--- config.mk ---
export PLATFORM = sky130hd
export DESIGN_NAME = dma_addr_gen
export DESIGN_NICKNAME = d
export VERILOG_FILES = /design/src/rtl/dma_addr_gen.sv
export SDC_FILE = /design/constraint.sdc
export NUM_CORES = 1
export LEC_CHECK = 0
export CAP_MARGIN = 20
export CORE_MARGIN = 3
export CORE_UTILIZATION = 36
export DETAILED_ROUTE_END_ITERATION = 8
export PLACE_DENSITY_LB_ADDON = 0.2
export SYNTH_ARGS = -nofsm -noshare
export SYNTH_HDL_FRONTEND = slang
export SYNTH_SLANG_ARGS = --single-unit
export TNS_END_PERCENT = 5
--- constraint.sdc ---
create_clock -name clk -period 2.4 [get_ports clk]
set_input_delay 0.6 -clock clk [delete_from_list [all_inputs] [get_ports clk]]
set_output_delay 0.6 -clock clk [all_outputs]
set_load 0.01 [all_outputs]
--- src/rtl/dma_addr_gen.sv ---
// -----------------------------------------------------------------------------
// dma_addr_gen -- DMA address / word-count generator
//
// Holds a 3-bit control register (CR), an address base (AR), an address
// counter (AC), a word reload value (WR) and a word counter (WC). A 3-bit
// instruction arrives every cycle and either loads registers, reads a value
// back on dout, or (ENCT) advances the counters by one step.
//
// CR[1:0] mode:  00 count WC down to 0
//                01 count WC up from 0 to WR
//                10 run AC until it equals WR (WC frozen)
//                11 free-running, never done
// CR[2]      :   address direction, 0 = increment, 1 = decrement
//
// Ports:
//   clk    in   1      clock, rising edge
//   rst    in   1      synchronous active-high reset
//   instr  in   3      instruction
//   din    in   WIDTH  load data for CR / AR+AC / WR+WC
//   aci    in   1      count enable for ENCT
//   dout   out  WIDTH  registered read-back data
//   oe     out  1      registered "dout is valid"
//   addr   out  WIDTH  current address counter (AC)
//   done   out  1      terminal condition for the current mode
//   aco    out  1      address counter wrap in this step cycle
//   wco    out  1      word counter wrap in this step cycle (mode 11)
//
// Parameter WIDTH: legal range 4..32.
// Optional feature macro: DMA_CARRY_OUT_EN -- when defined, aco/wco report
// counter wrap; when undefined they are tied low.
// -----------------------------------------------------------------------------
module dma_addr_gen #(
  parameter int WIDTH = 8
) (
  input  logic             clk,
  input  logic             rst,
  input  logic [2:0]       instr,
  input  logic [WIDTH-1:0] din,
  input  logic             aci,
  output logic [WIDTH-1:0] dout,
  output logic             oe,
  output logic [WIDTH-1:0] addr,
  output logic             done,
  output logic             aco,
  output logic             wco
);

  typedef enum logic [2:0] {
    I_WRCR   = 3'b000,
    I_RDCR   = 3'b001,
    I_RDWC   = 3'b010,
    I_RDAC   = 3'b011,
    I_REINIT = 3'b100,
    I_LDAR   = 3'b101,
    I_LDWC   = 3'b110,
    I_ENCT   = 3'b111
  } instr_e;

  typedef enum logic [1:0] {
    M_WC_DOWN = 2'b00,
    M_WC_UP   = 2'b01,
    M_AC_CMP  = 2'b10,
    M_FREE    = 2'b11
  } mode_e;

  localparam logic [WIDTH-1:0] ONE = WIDTH'(1);

  // State registers and their next-state values
  logic [2:0]       cr_q, cr_d;
  logic [WIDTH-1:0] ar_q, ar_d;
  logic [WIDTH-1:0] ac_q, ac_d;
  logic [WIDTH-1:0] wr_q, wr_d;
  logic [WIDTH-1:0] wc_q, wc_d;
  logic [WIDTH-1:0] dout_q, dout_d;
  logic             oe_q, oe_d;

  mode_e            mode;
  logic             dir_down;
  logic             done_c;
  logic             step;
  logic [WIDTH-1:0] ac_step;
  logic [WIDTH-1:0] wc_step;

  assign mode     = mode_e'(cr_q[1:0]);
  assign dir_down = cr_q[2];

  // Terminal condition is purely a function of registered state, so it
  // tracks a mode change from WRCR in the very next cycle without touching
  // the counters.
  always_comb begin
    done_c = 1'b0;
    case (mode)
      M_WC_DOWN: done_c = (wc_q == '0);
      M_WC_UP:   done_c = (wc_q == wr_q);
      M_AC_CMP:  done_c = (ac_q == wr_q);
      M_FREE:    done_c = 1'b0;
      default:   done_c = 1'b0;
    endcase
  end

  // Stepping is gated by done so the counters stop on exactly the update
  // that satisfied the condition -- no overshoot.
  assign step = (instr == I_ENCT) && aci && !done_c;

  assign ac_step = dir_down ? (ac_q - ONE) : (ac_q + ONE);

  always_comb begin
    wc_step = wc_q;
    case (mode)
      M_WC_DOWN: wc_step = wc_q - ONE;
      M_WC_UP:   wc_step = wc_q + ONE;
      M_AC_CMP:  wc_step = wc_q;
      M_FREE:    wc_step = wc_q + ONE;
      default:   wc_step = wc_q;
    endcase
  end

  // Next-state decode. Loads and ENCT are mutually exclusive by encoding,
  // so a load always wins over a step that would have happened.
  always_comb begin
    // NOTE: every output of this block gets a default first; a path that
    // leaves one unassigned would infer a latch.
    cr_d   = cr_q;
    ar_d   = ar_q;
    ac_d   = ac_q;
    wr_d   = wr_q;
    wc_d   = wc_q;
    dout_d = '0;
    oe_d   = 1'b0;

    case (instr_e'(instr))
      I_WRCR: cr_d = din[2:0];
      I_RDCR: begin
        dout_d = {{(WIDTH-3){1'b0}}, cr_q};
        oe_d   = 1'b1;
      end
      I_RDWC: begin
        dout_d = wc_q;
        oe_d   = 1'b1;
      end
      I_RDAC: begin
        dout_d = ac_q;
        oe_d   = 1'b1;
      end
      I_REINIT: begin
        ac_d = ar_q;
        // Count-up mode restarts from zero toward WR.
        wc_d = (mode == M_WC_UP) ? '0 : wr_q;
      end
      I_LDAR: begin
        ar_d = din;
        ac_d = din;
      end
      I_LDWC: begin
        wr_d = din;
        wc_d = (mode == M_WC_UP) ? '0 : din;
      end
      I_ENCT: begin
        if (step) begin
          ac_d = ac_step;
          wc_d = wc_step;
        end
      end
      default: ;
    endcase
  end

  // Reset overrides whatever instruction is presented, so a transfer in
  // flight is dropped with no residual step.
  always_ff @(posedge clk) begin
    // NOTE: sequential state uses non-blocking assignments so every register
    // samples the pre-edge values regardless of statement order.
    if (rst) begin
      cr_q   <= '0;
      ar_q   <= '0;
      ac_q   <= '0;
      wr_q   <= '0;
      wc_q   <= '0;
      dout_q <= '0;
      oe_q   <= 1'b0;
    end else begin
      cr_q   <= cr_d;
      ar_q   <= ar_d;
      ac_q   <= ac_d;
      wr_q   <= wr_d;
      wc_q   <= wc_d;
      dout_q <= dout_d;
      oe_q   <= oe_d;
    end
  end

  assign dout = dout_q;
  assign oe   = oe_q;
  assign addr = ac_q;
  assign done = done_c;

`ifdef DMA_CARRY_OUT_EN
  localparam logic [WIDTH-1:0] ALL_ONES = '1;

  // Carries flag the step cycle whose update wraps the counter; they are
  // combinational and qualified by the same step condition as the counters.
  assign aco = step && (dir_down ? (ac_q == '0) : (ac_q == ALL_ONES));
  assign wco = step && (mode == M_FREE) && (wc_q == ALL_ONES);
`else
  assign aco = 1'b0;
  assign wco = 1'b0;
`endif

endmodule

### Yosys cells after proc, flatten, opt, wreduce, memory -nomap -nowiden

Cells that the tools add are included.

| operators by class | value |
|---|---|
| eq/ne operators | 14 |
| add/subtract/negate cells | 4 |
| multiplexer cells | 11 |
| reduce and logical (&&, ||, !) cells | 12 |

Operators with widths:

| operator | count |
|---|---|
| 8-bit one-hot mux with 3 select lines | 3 |
| 8-bit 2-to-1 mux | 5 |
| 8-bit by 1-bit adder with 8-bit output, second input constant | 2 |
| 8-bit == test | 2 |
| 8-bit one-hot mux with 2 select lines | 1 |
| 8-bit by 1-bit subtractor with 8-bit output, second input constant | 2 |
| 3-bit == test, second input constant | 4 |
| 8-bit logical NOT | 1 |
| 3-bit by 2-bit == test with 1-bit output, second input constant | 2 |
| 3-bit nonzero test | 2 |
| 2-bit == test, second input constant | 2 |
| 2-bit inequality test, second input constant | 2 |
| 1-bit one-hot mux with 4 select lines | 1 |
| 3-bit by 1-bit == test with 1-bit output, second input constant | 1 |
| 3-bit logical NOT | 1 |
| 3-bit AND reduction | 1 |
| 3-bit OR reduction | 1 |
| 2-bit by 1-bit == test with 1-bit output, second input constant | 1 |
| 1-bit logical AND | 2 |
| 2-bit logical NOT | 1 |
| 2-bit AND reduction | 1 |
| 2-bit OR reduction | 1 |
| 1-bit logical NOT | 1 |
| 1-bit 2-to-1 mux | 1 |

| word-level totals | value |
|---|---|
| input bits | 14 |
| word-level logic and storage cells | 48 |
| register bits after elaboration | 44 |
| output and inout port bits | 20 |

### Longest topological paths before layout

| logic depth | value |
|---|---|
| word-level depth | 6 |
| gate-level depth with buffers | 12 |
| mapped depth without buffers | 10 |

### Least setup slack after synthesis

Ideal clock, no wire load.

| timing | value |
|---|---|
| path kind | register to register |
| start point | register cr_q[1] |
| end point | register wc_q[2] |
| period minus slack after synthesis | 2.368 ns |
| data required time | 2.266 ns |
| library setup time | 0.134 ns |
| cell stages (with the launch flop) | 13 |
| arrival time | 2.234 ns |
| buffers on the path | 2 |
| slack | 0.032 ns |
| cell sequence | dfxtp_1 inv_1 ha_1 buf_2 or2_1 clkbuf_1 xnor2_1 ha_1 nor3_1 a21oi_1 and2_1 o311ai_0 o31ai_1 |

| between the ends | value |
|---|---|
| longest elaborated chain between the ends | 6 |
| elaborated cells between the ends (all ways) | 16 |
| those cells by class | eq/ne: 5; mux: 6; reduce/logical: 5 |

Ends and longest elaborated chain:

| element | line | source |
|---|---|---|
| start, declared | 69 | `logic [2:0] cr_q, cr_d;` |
| start signal, assigned | 182 | `cr_q <= cr_d;` |
| 2-bit == test, or another cell as far along | 92, 109 |  |
| 1-bit one-hot mux with 4 select lines | 92 | `case (mode)` |
| 1-bit logical NOT | 103 | `assign step = (instr == I_ENCT) && aci && !done_c;` |
| 1-bit logical AND | 103 |  |
| 2-bit inequality test (no line) | -- |  |
| 3-bit AND reduction (no line) | -- |  |
| end signal, assigned | 186 | `wc_q <= wc_d;` |
| end, declared | 73 | `logic [WIDTH-1:0] wc_q, wc_d;` |

Several ways; a longest one is shown, not always the timed one. The select of a mux whose other input is x is not followed.
A chain may end at the register's enable or synchronous reset.

### Final worst setup path

| timing | value |
|---|---|
| start point | register cr_q[0] |
| end point | output done |

| between the ends | value |
|---|---|
| longest elaborated chain between the ends | 2 |
| elaborated cells between the ends (all ways) | 5 |
| those cells by class | eq/ne: 3; mux: 1; reduce/logical: 1 |

Ends and longest elaborated chain:

| element | line | source |
|---|---|---|
| 2-bit == test, or another cell as far along | 92 |  |
| 1-bit one-hot mux with 4 select lines (*) | 92 |  |
| end, declared | 43 | `output logic done,` |

Every way passes the cells marked *; elsewhere a longest branch is shown, timed or not.

==> results.md <==
* Final layout net count at 444
* Max Clock Freq at 385 MHz
* Met2 Usage GRT at 31.8%
* 1st-pass router iterations at 5
* Global Route met3 Usage at 4.49%
* # placed instances at 506
* Clock sinks at 44
* Most common library cells after synthesis: nand2_1 (45), dfxtp_1 (44), a21oi_1 (28), nor2_1 (28), o21ai_0 (22)
* H-tree Lvls at 2
* Area fraction of the dominant cell type after synthesis at 31.6%
* Post-synthesis sequential area ratio at 31.6%
* Bufs and invs on worst path at 4
* DP Area at 3520 um2
* WL/cell at 17.3 um
* Vias per inst at 5.62
* Largest net degree at the start of global routing at 20
* Switch share at 30.7%
* Met1 usage at 28.5%
* Syn Area/Cell at 8.02 um2
* Power per cell area at 460 nW/um2
* Synth async-reset ratio at 0%
* WP data arrival at 2000 ps
* Cell-internal power at 1.20 mW
* Number of synthesized register bits at 44
* Max clock buf depth at 2
* Mapped cell area at 2790 um2
* Clock latency on the worst-skew pair at 300 ps
* Yosys top cell by area: dfxtp_1
* Die Height at 94.0 um
* Max-cap check violation count at 0
* Synth area leaders: dfxtp_1 (32%), mux2i_1 (6.5%), nand2_1 (6.1%)
* Hold Buf Count CTS at 0
* Ant diodes at 0
* Vias in the first global route at 2,702
* DR vias at 2,905
* Number of DRC markers in iteration 0 at 272
* Final period utilization at 108%
* CTS tree: done
* Crit path setup slack, layout at -198 ps
* Post-Synthesis Cells at 348
* Global placement routability congestion at 0.884
* Slowest CP cell: dfxtp_2
* CP max FO at 3
* CP Cell Sequence: inv_2 -> buf_6 -> ha_4 -> mux2i_4 -> and4bb_1 -> o2111ai_2 -> nor2_2 -> inv_1 -> nand2_1 -> buf_2
* Hold Crit Class: flop to flop
* Most frequent cell after synthesis: nand2_1
* Number of top-level pins at 34
* Sequential Power Share at 45.4%
* Cell area after layout at 3750 um2
* CP top delay family: simple AND/OR/NAND/NOR gates
* Drt total wl at 8950 um
* PortBufs at 31
* Kind of critical path: flop to primary output
* Area Growth Syn to Fin at 34.3%
* Antenna viol nets, final at 0
* Synth cell types at 57
* Total die area at 8840 um2
* Drt drc at 0
* Setup violators final at 6
* Hpwl dp at 6890 um
* GRT overflow at 0
* Layout Utilization at 50.8%
* Total GRT Usage at 20.5%
* RSZ-0062 raised after global routing: yes
* Worst VDD drop at 330 uV
* Antenna violations before repair at 0
* CP required at 1800 ps
* Clk slew on worst S/H paths at 80 ps
* Post-synth EDFFs at 0
* CP Launch Type: flop
* Run status: finished with violations
* Net Switching at 0.529 mW
* TNS Setup at -376 ps
* Grt peak-use layer: met2
* Final Instance Count excl. Fillers at 517
* Yosys warnings at 0
* CP endpoint kind: primary output
* Hold Fails Final Rpt at 0
* Power share of the clock group at 28.3%
* Logic pwr share at 26.3%
* Width of the die at 94.0 um
* Initial Utilization at 37.9%
* Post-synth top flop: dfxtp_1
* Total CTS buffers at 5
* Clock root buffer: clkbuf_8
* Failing checks: negative setup slack
* Share of layout cells above drive strength 1 at 21.8%
* Skew final at 5.22 ps
* Core area at 7370 um2
* First-pass GRT wire length at 14,000 um
* Fin. max-slew vios at 0
* Leak at 1.44 nW
* Row count at 31
* Largest stage delay on the critical path at 330 ps
* Post-layout minimum cycle time at 2600 ps
## logic make-up (layout without fill, tap and decap cells)
family | after synthesis | after routing | synth area share, %
and+or+nand+nor | 113 | 113 | 19.1
AOI/OAI and AO/OA | 111 | 111 | 27.3
DFF | 44 | 44 | 31.6
buffers and inverters | 36 | 105 | 5.43
muxes | 19 | 19 | 6.86
adders and majority gates | 13 | 13 | 6.10
xor gates and xnor gates | 11 | 11 | 3.45
other | 1 | 2 | 0.134
## cell type report
cell class	count	area, um2
multi-input cells	269	1860
repair buffers	87	749
fillers	722	3620
clock inverters	2	10.0
clock buffers	6	82.6
flip-flops and latches	44	883
well taps	99	124
inverters	10	37.5
## layer usage
layer / wire (um) / up-vias
li1: - / 1403
met1: 4220 / 1369
met2: 3950 / 113
met3: 544 / 20
met4: 230 / 0
met5: 0 / -
## worst min-delay path, stage by stage (launching register included)
cell	delay, ps
dfxtp_1	310
o21ai_0	70
a21oi_1	60
## through the flow
step	worst slack, ps	hold WS (ps)	total power, mW
5_1_grt	-300	506	1.81
6_report	-198	483	1.72
3_3_place_gp	-326	464	1.22
3_5_place_dp	-424	469	1.23
4_1_cts	-185	483	1.71
2_1_floorplan	31.8	447	1.02
## power by group through the flow
stage	logic [mW]	clock network, mW	registers (mW)
after floorplan	0.224	0	0.800
after global placement	0.426	0	0.798
final	0.453	0.488	0.783
after global routing	0.489	0.531	0.785
after CTS	0.431	0.500	0.781
after detailed placement	0.430	0	0.797
## flip-flops by register name, indices dropped and copies added (netlist names)
name and cells:
addr 8, ar_q 8, cr_q 3, dout 8
oe 1, wc_q 8, wr_q 8
## cells in the final DEF, fill, tap and decap left out, types with 3 or more instances in the layout
master,count
inv_1,9
mux2i_1,15
nor2_1,28
o31ai_1,9
dfxtp_1,42
buf_4,52
o21ai_0,21
nor3_1,6
clkdlybuf4s50_1,30
nand2_1,45
o32a_1,5
ha_1,9
xor2_1,8
a21o_1,3
xnor2_1,3
o32ai_1,3
a22oi_1,11
o2111ai_1,3
nor2b_1,4
buf_6,3
clkbuf_8,6
nand4_1,3
a211oi_1,7
and2_1,6
a21oi_1,28
## final timing paths
check,cells after the start,startpoint,slack [ps],end
setup / recovery,10,cr_q[0]$_SDFFE_PP0N_,-200,done
hold / removal,2,ar_q[2]$_SDFFE_PP0N_,480,ar_q[2]$_SDFFE_PP0N_
setup reg to reg,11,cr_q[1]$_SDFFE_PP0N_,-100,wc_q[6]$_SDFFE_PP0P_
hold reg to reg,2,ar_q[2]$_SDFFE_PP0N_,480,ar_q[2]$_SDFFE_PP0N_
## what timing repair did
action / CTS / global route
gates resized for setup: 15 / 14
setup endpoints to repair: 3 / 16
pin swaps: 5 / 12
setup buffers: 2 / 1
No activity file was read; power rests on OpenSTA's default activity.
